### src/rtl/reg_cfg_pkg.sv
// Shared types, defaults and width helpers for the configuration register arbiter.
package reg_cfg_pkg;

  typedef enum logic [0:0] {
    IDLE   = 1'b0,
    LOCKED = 1'b1
  } state_e;

  localparam int DEF_DEPTH        = 8;
  localparam int DEF_DATA_W       = 32;
  localparam int DEF_LOCK_TIMEOUT = 64;

  function automatic int clog2(input int n);
    int r;
    r = 0;
    while ((32'sd1 << r) < n) r = r + 32'sd1;
    return r;
  endfunction

  // Requester index width never collapses to zero bits.
  function automatic int id_w(input int n);
    return (clog2(n) < 32'sd1) ? 32'sd1 : clog2(n);
  endfunction

endpackage

### src/rtl/reg_cfg_arbiter_if.sv
// Requester-side bus of the configuration register arbiter: requests, grants, responses, bank export.
interface reg_cfg_arbiter_if import reg_cfg_pkg::*; #(
  parameter int N_REQ  = 4,
  parameter int DEPTH  = DEF_DEPTH,
  parameter int ADDR_W = 3,
  parameter int DATA_W = DEF_DATA_W
);
  localparam int ID_W = id_w(N_REQ);

  logic [N_REQ-1:0]        req_valid;
  logic [N_REQ-1:0]        req_wr;
  logic [N_REQ-1:0]        req_lock;
  logic [N_REQ*ADDR_W-1:0] req_addr;
  logic [N_REQ*DATA_W-1:0] req_wdata;
  logic [N_REQ-1:0]        req_ready;
  logic                    rsp_valid;
  logic [ID_W-1:0]         rsp_id;
  logic [DATA_W-1:0]       rsp_rdata;
  logic                    rsp_err;
  logic                    lock_timeout;
  logic [DEPTH*DATA_W-1:0] bank_q;

  modport master (
    output req_valid, req_wr, req_lock, req_addr, req_wdata,
    input  req_ready, rsp_valid, rsp_id, rsp_rdata, rsp_err, lock_timeout, bank_q
  );

  modport slave (
    input  req_valid, req_wr, req_lock, req_addr, req_wdata,
    output req_ready, rsp_valid, rsp_id, rsp_rdata, rsp_err, lock_timeout, bank_q
  );

endinterface

### src/rtl/rr_arbiter.sv
// Round-robin arbiter: first requester at or after i_ptr wins; optional mask to a single index.
module rr_arbiter import reg_cfg_pkg::*; #(
  parameter int N  = 4,
  parameter int IW = id_w(N)
) (
  input  logic [N-1:0]  i_req,
  input  logic [IW-1:0] i_ptr,
  input  logic          i_mask_en,
  input  logic [IW-1:0] i_mask_idx,
  output logic [N-1:0]  o_grant,
  output logic [IW-1:0] o_idx
);

  logic [N-1:0] w_req;

  // While masked only the selected requester can compete.
  always_comb begin
    if (i_mask_en) begin
      w_req = i_req & ({{(N-1){1'b0}}, 1'b1} << i_mask_idx);
    end else begin
      w_req = i_req;
    end
  end

  // Scan from the pointer, wrapping modulo N; the first hit takes the grant.
  always_comb begin : scan
    logic [IW:0]   v_sum;
    logic [IW-1:0] v_k;
    logic          v_hit;
    logic          v_found;
    o_grant = '0;
    o_idx   = '0;
    v_sum   = '0;
    v_k     = '0;
    v_hit   = 1'b0;
    v_found = 1'b0;
    for (int i = 0; i < N; i++) begin
      v_sum   = {1'b0, i_ptr} + (IW+1)'(i);
      v_k     = (v_sum >= (IW+1)'(N)) ? IW'(v_sum - (IW+1)'(N)) : IW'(v_sum);
      v_hit   = !v_found && w_req[v_k];
      o_grant[v_k] = o_grant[v_k] | v_hit;
      o_idx   = v_hit ? v_k : o_idx;
      v_found = v_found | v_hit;
    end
  end

endmodule

### src/rtl/reg_cfg_arbiter.sv
// Shared configuration register bank: round-robin access, owner lock with idle timeout,
// one-cycle read/error responses and a parallel export of every register.
module reg_cfg_arbiter import reg_cfg_pkg::*; #(
  parameter int                N_REQ        = 4,
  parameter int                DEPTH        = DEF_DEPTH,
  parameter int                ADDR_W       = 3,
  parameter int                DATA_W       = DEF_DATA_W,
  parameter logic [DATA_W-1:0] REG_INITIAL  = '0,
  parameter int                LOCK_TIMEOUT = DEF_LOCK_TIMEOUT
) (
  input logic              clk,
  input logic              rst,
  reg_cfg_arbiter_if.slave bus
);
  localparam int ID_W  = id_w(N_REQ);
  localparam int TMR_W = clog2(LOCK_TIMEOUT);

  state_e            r_state;
  logic [ID_W-1:0]   r_rr_ptr;
  logic [ID_W-1:0]   r_owner;
  logic [TMR_W-1:0]  r_timer;
  logic              r_rsp_valid;
  logic [ID_W-1:0]   r_rsp_id;
  logic [DATA_W-1:0] r_rsp_rdata;
  logic              r_rsp_err;
  logic              r_lock_timeout;
  logic [DATA_W-1:0] r_bank [DEPTH];

  logic [N_REQ-1:0]  w_req;
  logic [N_REQ-1:0]  w_grant;
  logic [ID_W-1:0]   w_gidx;
  logic              w_xfer;
  logic              w_wr;
  logic              w_lock;
  logic [ADDR_W-1:0] w_addr;
  logic [DATA_W-1:0] w_wdata;
  logic [DATA_W-1:0] w_rdata;
  logic              w_in_range;

  assign w_req = rst ? '0 : bus.req_valid;

  rr_arbiter #(.N(N_REQ), .IW(ID_W)) u_arb (
    .i_req      (w_req),
    .i_ptr      (r_rr_ptr),
    .i_mask_en  (r_state == LOCKED),
    .i_mask_idx (r_owner),
    .o_grant    (w_grant),
    .o_idx      (w_gidx)
  );

  assign w_xfer     = |w_grant;
  assign w_in_range = (32'(w_addr) < 32'(DEPTH));

  // One-hot grant selects the winning requester's payload.
  always_comb begin
    w_wr    = 1'b0;
    w_lock  = 1'b0;
    w_addr  = '0;
    w_wdata = '0;
    for (int i = 0; i < N_REQ; i++) begin
      w_wr    = w_wr   | (bus.req_wr[i]   & w_grant[i]);
      w_lock  = w_lock | (bus.req_lock[i] & w_grant[i]);
      w_addr  = w_addr  | ({ADDR_W{w_grant[i]}} & bus.req_addr[i*ADDR_W +: ADDR_W]);
      w_wdata = w_wdata | ({DATA_W{w_grant[i]}} & bus.req_wdata[i*DATA_W +: DATA_W]);
    end
  end

  // Read mux; an out-of-range address matches no entry and yields zero.
  always_comb begin
    w_rdata = '0;
    for (int k = 0; k < DEPTH; k++) begin
      w_rdata = w_rdata | ({DATA_W{32'(w_addr) == 32'(k)}} & r_bank[k]);
    end
  end

  // Register bank storage.
  always_ff @(posedge clk) begin
    if (rst) begin
      for (int k = 0; k < DEPTH; k++) r_bank[k] <= REG_INITIAL;
    end else begin
      for (int k = 0; k < DEPTH; k++) begin
        if (w_xfer && w_wr && w_in_range && (32'(w_addr) == 32'(k))) r_bank[k] <= w_wdata;
      end
    end
  end

  // Lock FSM, round-robin pointer and response pipeline.
  always_ff @(posedge clk) begin
    if (rst) begin
      r_state        <= IDLE;
      r_rr_ptr       <= '0;
      r_owner        <= '0;
      r_timer        <= '0;
      r_rsp_valid    <= 1'b0;
      r_rsp_id       <= '0;
      r_rsp_rdata    <= '0;
      r_rsp_err      <= 1'b0;
      r_lock_timeout <= 1'b0;
    end else begin
      r_rsp_valid    <= 1'b0;
      r_lock_timeout <= 1'b0;
      if (w_xfer) begin
        r_rr_ptr <= (32'(w_gidx) == 32'(N_REQ-1)) ? '0 : w_gidx + ID_W'(1'b1);
        if (!w_wr || !w_in_range) begin
          r_rsp_valid <= 1'b1;
          r_rsp_id    <= w_gidx;
          r_rsp_rdata <= w_in_range ? w_rdata : '0;
          r_rsp_err   <= !w_in_range;
        end
      end
      case (r_state)
        IDLE: begin
          if (w_xfer && w_lock) begin
            r_state <= LOCKED;
            r_owner <= w_gidx;
            r_timer <= '0;
          end
        end
        LOCKED: begin
          // Only the owner can be granted here, so any transfer is an owner transfer.
          if (w_xfer) begin
            if (w_lock) r_timer <= '0;
            else        r_state <= IDLE;
          end else if (r_timer == TMR_W'(LOCK_TIMEOUT-1)) begin
            r_state        <= IDLE;
            r_lock_timeout <= 1'b1;
          end else begin
            r_timer <= r_timer + TMR_W'(1'b1);
          end
        end
        default: r_state <= IDLE;
      endcase
    end
  end

  assign bus.req_ready    = w_grant;
  assign bus.rsp_valid    = r_rsp_valid;
  assign bus.rsp_id       = r_rsp_id;
  assign bus.rsp_rdata    = r_rsp_rdata;
  assign bus.rsp_err      = r_rsp_err;
  assign bus.lock_timeout = r_lock_timeout;

  for (genvar k = 0; k < DEPTH; k++) begin : g_bank_q
    assign bus.bank_q[k*DATA_W +: DATA_W] = r_bank[k];
  end

endmodule

### src/flat_wrapper.sv
// flat-port wrapper written by rule: the top's interface ports become plain ports
module reg_cfg_arbiter_flat import reg_cfg_pkg::*;
#(
  parameter int                N_REQ        = 4,
  parameter int                DEPTH        = DEF_DEPTH,
  parameter int                ADDR_W       = 3,
  parameter int                DATA_W       = DEF_DATA_W,
  parameter logic [DATA_W-1:0] REG_INITIAL  = '0,
  parameter int                LOCK_TIMEOUT = DEF_LOCK_TIMEOUT
)
  (clk, rst, bus_req_valid, bus_req_wr, bus_req_lock, bus_req_addr, bus_req_wdata, bus_req_ready, bus_rsp_valid, bus_rsp_id, bus_rsp_rdata, bus_rsp_err, bus_lock_timeout, bus_bank_q);
  reg_cfg_arbiter_if #(.N_REQ(N_REQ), .DEPTH(DEPTH), .ADDR_W(ADDR_W), .DATA_W(DATA_W)) bus_i ();
  input logic clk;
  input logic rst;
  input wire logic [$bits(bus_i.req_valid)-1:0] bus_req_valid;
  input wire logic [$bits(bus_i.req_wr)-1:0] bus_req_wr;
  input wire logic [$bits(bus_i.req_lock)-1:0] bus_req_lock;
  input wire logic [$bits(bus_i.req_addr)-1:0] bus_req_addr;
  input wire logic [$bits(bus_i.req_wdata)-1:0] bus_req_wdata;
  output wire logic [$bits(bus_i.req_ready)-1:0] bus_req_ready;
  output wire logic [$bits(bus_i.rsp_valid)-1:0] bus_rsp_valid;
  output wire logic [$bits(bus_i.rsp_id)-1:0] bus_rsp_id;
  output wire logic [$bits(bus_i.rsp_rdata)-1:0] bus_rsp_rdata;
  output wire logic [$bits(bus_i.rsp_err)-1:0] bus_rsp_err;
  output wire logic [$bits(bus_i.lock_timeout)-1:0] bus_lock_timeout;
  output wire logic [$bits(bus_i.bank_q)-1:0] bus_bank_q;
  assign bus_i.req_valid = bus_req_valid;
  assign bus_i.req_wr = bus_req_wr;
  assign bus_i.req_lock = bus_req_lock;
  assign bus_i.req_addr = bus_req_addr;
  assign bus_i.req_wdata = bus_req_wdata;
  assign bus_req_ready = bus_i.req_ready;
  assign bus_rsp_valid = bus_i.rsp_valid;
  assign bus_rsp_id = bus_i.rsp_id;
  assign bus_rsp_rdata = bus_i.rsp_rdata;
  assign bus_rsp_err = bus_i.rsp_err;
  assign bus_lock_timeout = bus_i.lock_timeout;
  assign bus_bank_q = bus_i.bank_q;
  reg_cfg_arbiter #(.N_REQ(N_REQ), .DEPTH(DEPTH), .ADDR_W(ADDR_W), .DATA_W(DATA_W), .REG_INITIAL(REG_INITIAL), .LOCK_TIMEOUT(LOCK_TIMEOUT)) u_core (.clk(clk), .rst(rst), .bus(bus_i));
endmodule
### config.mk
export PLATFORM = sky130hd
export DESIGN_NAME = reg_cfg_arbiter_flat
export DESIGN_NICKNAME = d
export VERILOG_FILES = /design/src/rtl/reg_cfg_pkg.sv /design/src/rtl/reg_cfg_arbiter_if.sv /design/src/rtl/rr_arbiter.sv /design/src/rtl/reg_cfg_arbiter.sv /design/src/flat_wrapper.sv
export SDC_FILE = /design/constraint.sdc
export NUM_CORES = 1
export LEC_CHECK = 0
export ABC_CLOCK_PERIOD_IN_PS = 16400
export CORE_AREA = 2 2 173 175
export DETAILED_ROUTE_END_ITERATION = 8
export DIE_AREA = 0 0 175 177
export PLACE_DENSITY = 0.93
export SLEW_MARGIN = 20
export SYNTH_ARGS = -nofsm -noshare
export SYNTH_HDL_FRONTEND = slang
export SYNTH_SLANG_ARGS = --single-unit
### constraint.sdc
create_clock -name clk -period 16.4 [get_ports clk]
set_input_delay 3.28 -clock clk [delete_from_list [all_inputs] [get_ports clk]]
set_output_delay 3.28 -clock clk [all_outputs]
set_load 0.01 [all_outputs]
-- Word-level counts from Yosys, hierarchy flattened
Memories as Yosys holds them, arrays and structs flattened.
Index checks and enable logic that the tools add are counted.
- register bits: 47
- RAM bits: 256
- input port bits: 154
- output and inout port bits: 297
- word-level logic and storage cells: 216
- memories kept: 1
- add/sub/neg operators: 9
- $lt $le $gt $ge: 12
- equality and inequality tests: 12
- shifts and indexed selects: 1
- muxes and demuxes: 84
- bitwise operators: 62
- reduce and logical (&&, ||, !) cells: 27
- memories (name ; depth ; width ; read ports ; clocked after memory_dff ; wr ports ; RTL line ; RTL):
    u_core.r_bank ; 8 ; 32 ; 8 ; 0 ; 8 ; reg_cfg_arbiter.sv:27 ; logic [DATA_W-1:0] r_bank [DEPTH];
- operators with widths (operator ; count):
    $and 32x32->32 ; 12
    $or 32x32->32 ; 10
    $mux 32 ; 8
    $mux 1 ; 44
    $mux 6 ; 4
    $or 1x1->1 ; 20
    $mux 2 ; 9
    $logic_and 1x1->1 ; 17
    $bmux 1 s2 ; 8
    $and 3x3->3 ; 4
    $bwmux 4 ; 3
    $eq 3x3->1 const B ; 4
    $lt 2x3->1 const B ; 4
    $pmux 6 s2 ; 1
    $ge 3x3->1 const B ; 3
    $or 3x3->3 ; 3
    $and 1x1->1 ; 8
    $and 4x4->4 ; 2
    $demux 1 s2 ; 4
    $ge 2x1->1 const B ; 4
    $mux 4 ; 2
    $sub 2x1->2 const B ; 4
    $add 2x2->3 const B ; 2
    $add 6x1->6 const B ; 1
    19 further kinds ; 26

-- Logic depth before layout (Yosys ltp)
- depth in word-level cells: 32
- depth in mapped cells: 20
- mapped depth without buffers: 15

-- Hierarchy
From an unflattened synthesis, not the netlist that was laid out.
- cells, all modules: 1317
- area total of the unflattened synthesis: 14595.2 sq um
- by module, submodules not included (module ; times used ; cells each ; area an instance (sq um) ; seq. area each (sq um)):
    reg_cfg_arbiter ; 1 ; 1202 ; 13789.5 ; 8628.3
    rr_arbiter ; 1 ; 115 ; 805.8 ; 0.0

-- Worst setup path before layout
OpenSTA, ideal clock, no wires.
- kind: input to output
- start: input bus_req_valid[0]
- end: output bus_req_ready[0]
- arrival: 6030 ps
- required time: 13120 ps
- setup slack: 7090 ps
- cell stages on the path: 11
- buffers on the path: 1
- cell sequence: or3b_1 a211o_1 nand2_1 o2111a_2 o221ai_1 a31oi_1 o21ai_2 a32oi_4 a211oi_1 a21oi_1 buf_1
- word-level cells in the longest chain between the ends: 19
- elaborated cells on any way between the ends: 33
- those cells by class: mux: 19; bitwise: 8; reduce/logical: 6
- ends and longest elaborated chain (what ; RTL line ; RTL):
    from (decl) ; flat_wrapper.sv:15 ; input wire logic [$bits(bus_i.req_valid)-1:0] bus_req_valid;
    $mux 4 * ; reg_cfg_arbiter.sv:40 ; assign w_req = rst ? '0 : bus.req_valid;
    $and 4x4->4 ; rr_arbiter.sv:19 ; w_req = i_req & ({{(N-1){1'b0}}, 1'b1} << i_mask_idx);
    $mux 4 * ; rr_arbiter.sv:18 ; if (i_mask_en) begin
    $bmux 1 s2 ; rr_arbiter.sv:40 ; v_hit = !v_found && w_req[v_k];
    $mux 1 (not written as such) ; rr_arbiter.sv:40 ;
    $or 1x1->1 ; rr_arbiter.sv:41 ; o_grant[v_k] = o_grant[v_k] | v_hit;
    $and 4x4->4 (no line) ; n/a ;
    $bmux 1 s2 ; rr_arbiter.sv:41 ;
    [3 not listed] ; n/a ;
    $bmux 1 s2 ; rr_arbiter.sv:41 ;
    $mux 1 (not written as such) ; rr_arbiter.sv:41 ;
    $or 1x1->1 ; rr_arbiter.sv:41 ;
    $bwmux 4 ; rr_arbiter.sv:41 ;
    $bmux 1 s2 ; rr_arbiter.sv:41 ;
    $mux 1 (not written as such) ; rr_arbiter.sv:41 ;
    $or 1x1->1 ; rr_arbiter.sv:41 ;
    $bwmux 4 * ; rr_arbiter.sv:41 ;
    to (decl) ; flat_wrapper.sv:20 ; output wire logic [$bits(bus_i.req_ready)-1:0] bus_req_ready;
Every way passes the cells marked *; elsewhere a longest branch is shown, timed or not. The select of a mux whose other input is x is not followed.

-- Worst setup path in the final report
- start: input rst
- end: output bus_req_ready[0]
- word-level cells in the longest chain between the ends: 19
- elaborated cells on any way between the ends: 33
- those cells by class: mux: 19; bitwise: 8; reduce/logical: 6
- ends and longest elaborated chain (what ; RTL line ; RTL):
    from (decl) ; flat_wrapper.sv:14 ; input logic rst;
    $mux 4 * ; reg_cfg_arbiter.sv:40 ;
    $and 4x4->4 ; rr_arbiter.sv:19 ;
    $mux 4 * ; rr_arbiter.sv:18 ;
    $bmux 1 s2 ; rr_arbiter.sv:40 ;
    $mux 1 (not written as such) ; rr_arbiter.sv:40 ;
    $or 1x1->1 ; rr_arbiter.sv:41 ;
    $and 4x4->4 (no line) ; n/a ;
    $bmux 1 s2 ; rr_arbiter.sv:41 ;
    [3 not listed] ; n/a ;
    $bmux 1 s2 ; rr_arbiter.sv:41 ;
    $mux 1 (not written as such) ; rr_arbiter.sv:41 ;
    $or 1x1->1 ; rr_arbiter.sv:41 ;
    $bwmux 4 ; rr_arbiter.sv:41 ;
    $bmux 1 s2 ; rr_arbiter.sv:41 ;
    $mux 1 (not written as such) ; rr_arbiter.sv:41 ;
    $or 1x1->1 ; rr_arbiter.sv:41 ;
    $bwmux 4 * ; rr_arbiter.sv:41 ;
Marked as above.

==> impl_results.md <==
- Outcome: complete, no violations
- First-pass GRT wire length: between 80000 and 90000 um
- Height of the die: 177 um
- Initial Util: between 50% and 60%
- Mapped Area: around 0.015 mm2
- Clock skew: between 0.015 and 0.02 ns
- Hold Path Depth: 2
- Vias per cell: approximately 6.5
- Fillers: ~2000
- Sum Neg Setup Slack: 0 ns
- Final net count: 1804
- Async SR Flop Fraction: 0%
- Core Area: 0.0292 mm2
- Core Rows: 63
- CP arrival: 7.58 ns
- Dominant cells by area after synthesis: edfxtp_1, dfxtp_1, nor2_1, mux2i_1, a221oi_2
- Synth top area share: between 50% and 60%
- Syn avg cell area: ~12 um2
- Die ar.: between 0.03 and 0.04 mm2
- Share of layout cells above drive strength 1: approximately a tenth
- Cell depth of the worst flop-to-flop path: 17
- Reg2Reg Setup Slack: 8.46 ns
- Hold Fails Final Rpt: 0
- F_max: 92.1 MHz
- CTS sink cnt: 303
- Post-synth EDFFs: roughly 260
- WL final: approximately 60000 um
- Die Width: between 150 and 200 um
- Crit-path max FO: 42
- Vias: between 10000 and 15000
- Total track usage: about two fifths
- Most frequent cells in the layout: clkdlybuf4s50_1, edfxtp_1, nor2_1, nand2_1, mux2i_1
- Crit Path Category: input pin to output pin
- Yosys top cell by area: edfxtp_1
- Hold Path End: u_core.r_timer[5]
- GP Congestion: about 0.96
- # hold bufs at CTS: 0
- Final ANT Viol Nets: 0
- Main synth FF type: edfxtp_1
- Slew Viols, Final: 0
- Setup bufs post-CTS: 0
- Endpoint class of the critical path: output pin
- RSZ-0062 raised after global routing: no
- Ports: around 450
- Htree depth: 1
- Seq cells post-synth: ~300
- Period utilization: roughly 66%
- Area Growth Syn to Fin: 39.0%
- Yosys cell types: 81
- Number of port buffers: 449
- CTS tree: done
- Critical Path Source Type: input pin
- Worst min path class: register to register
- Number of global-route vias before repair: roughly 13000
- Syn_nets: 1397
- DRC: 0
- Transition time of the tightest slew-check pin: 1.21 ns
- GRT overflow: 0
- Final setup vio count: 0
- Cts bufs inserted: 31
- Commonest non-fill, non-tap cell in the layout: clkdlybuf4s50_1
- RR Endpoint: u_core.r_bank[0][95]
- CTS root buffer: clkbuf_16
- Clk slew on worst S/H paths: around 0.06 ns
- Fin crit period: between 10 and 15 ns
- Clock Latency Late Sink: between 0.5 and 0.6 ns
- MaxCap Viol Count: 0
- DR WL/cell: between 20 and 30 um
- Pre-antenna DRT Iters: 7
- Post-cts sizing count: 0
- Initial antenna violation count: 0
- Max Root-Sink Buffers: 3
- Largest net degree at the start of global routing: 60
- Post-synthesis sequential area ratio: 58.9%
- Worst relative slew slack: 19.6%
- Crit path required time: about 13 ns
- DP HPWL: about 42000 um
- Hold_sp: u_core.r_timer[5]
- Synth warn: 0
- Initial drt markers: between 1500 and 2000
- Post-Syn Instances: roughly 1200
-- cell usage after synthesis (all sizes together), types with 7 or more instances --
library cell  instances
a211oi               12
a21oi                18
a221o                 7
a221oi               46
a22o                 38
a22oi                36
a311oi               20
a31oi                12
a32oi                19
and2                  7
buf                  58
clkbuf               33
dfxtp                47
edfxtp              256
inv                  47
mux2                 31
mux2i                56
nand2                81
nand3                13
nor2                244
nor3                 11
o2111ai               7
o21ai                41
o221a                10
o22ai                10
-- state kept, by name (all words and copies together) (netlist names), named ones only --
register	count
u_core.bus.lock_timeout	1
u_core.bus.rsp_id	2
u_core.bus.rsp_rdata	32
u_core.bus.rsp_valid	1
u_core.r_bank	256
u_core.r_owner	2
u_core.r_rr_ptr	1
u_core.r_state	1
u_core.r_timer	6
-- critical path: stages --
cell,delay (ns)
buf_2,0.08
buf_4,0.50
inv_1,0.08
buf_4,0.28
and4_1,0.24
o21ai_1,0.38
o2111a_2,0.35
o221ai_1,0.19
a31oi_1,0.33
o21ai_2,0.20
a32oi_4,0.50
a211oi_1,0.25
a21oi_4,0.28
clkdlybuf4s50_1,0.59
-- routing by layer --
metal	vias up	part of all wire [%]	global-route usage [%]
met5	-	0	0
met4	0	4.1	14.1
met3	208	13	10.1
met2	1206	49	65.0
met1	6478	34	47.3
li1	5539	-	-
-- cell type report --
| class | count | area [um2] | area share, % |
|---|---|---|---|
| Antenna cell | 1 | 2.50 | 0.0123 |
| Tap cell | 390 | 488 | 2.40 |
| Timing Repair Buffer | 465 | 4610 | 22.6 |
| Clock inverter | 22 | 143 | 0.701 |
| Multi-Input combinational cell | 797 | 5520 | 27.1 |
| Sequential cell | 303 | 8630 | 42.4 |
| Clock buffer | 34 | 787 | 3.87 |
| Inverter | 47 | 176 | 0.867 |
-- per-stage QoR --
| step | utilization [%] | hold slack [ns] | std cells | setup slack [ns] | area (um2) |
|---|---|---|---|---|---|
| detailed placement | 66.4 | 0.467 | 2001 | 5.69 | 19400 |
| CTS | 69.6 | 0.478 | 2057 | 5.67 | 20300 |
| floorplan | - | 0.446 | 1238 | 7.09 | 14600 |
| global route | 69.6 | 0.506 | 2058 | 5.38 | 20300 |
| finish | 69.6 | 0.481 | 2059 | 5.54 | 20400 |
| global placement | 66.4 | 0.457 | 2001 | 5.65 | 19400 |
-- how the worst max path moves through the flow --
stage | from | end | slack (ns) | cells after the start
after floorplan | bus_req_valid[0] | bus_req_ready[0] | 7.09 | 11
final | rst | bus_req_ready[0] | 5.54 | 14
after global placement | rst | bus_req_ready[3] | 5.65 | 14
after global routing | rst | bus_req_ready[0] | 5.38 | 14
after detailed placement | rst | bus_req_ready[3] | 5.69 | 14
after CTS | rst | bus_req_ready[3] | 5.67 | 14
-- logic make-up after synthesis --
| group | synth area share [%] |
|---|---|
| simple gates | 10.7 |
| mux | 6.37 |
| other cells | 0.0256 |
| flops | 58.9 |
| xor+xnor | 0.120 |
| fa+ha+maj | 0.427 |
| buf+inv | 4.32 |
| compound gates | 19.1 |
Power is not shown: default switching activity piles up to over one toggle a cycle in this logic, so the estimate is an artifact.
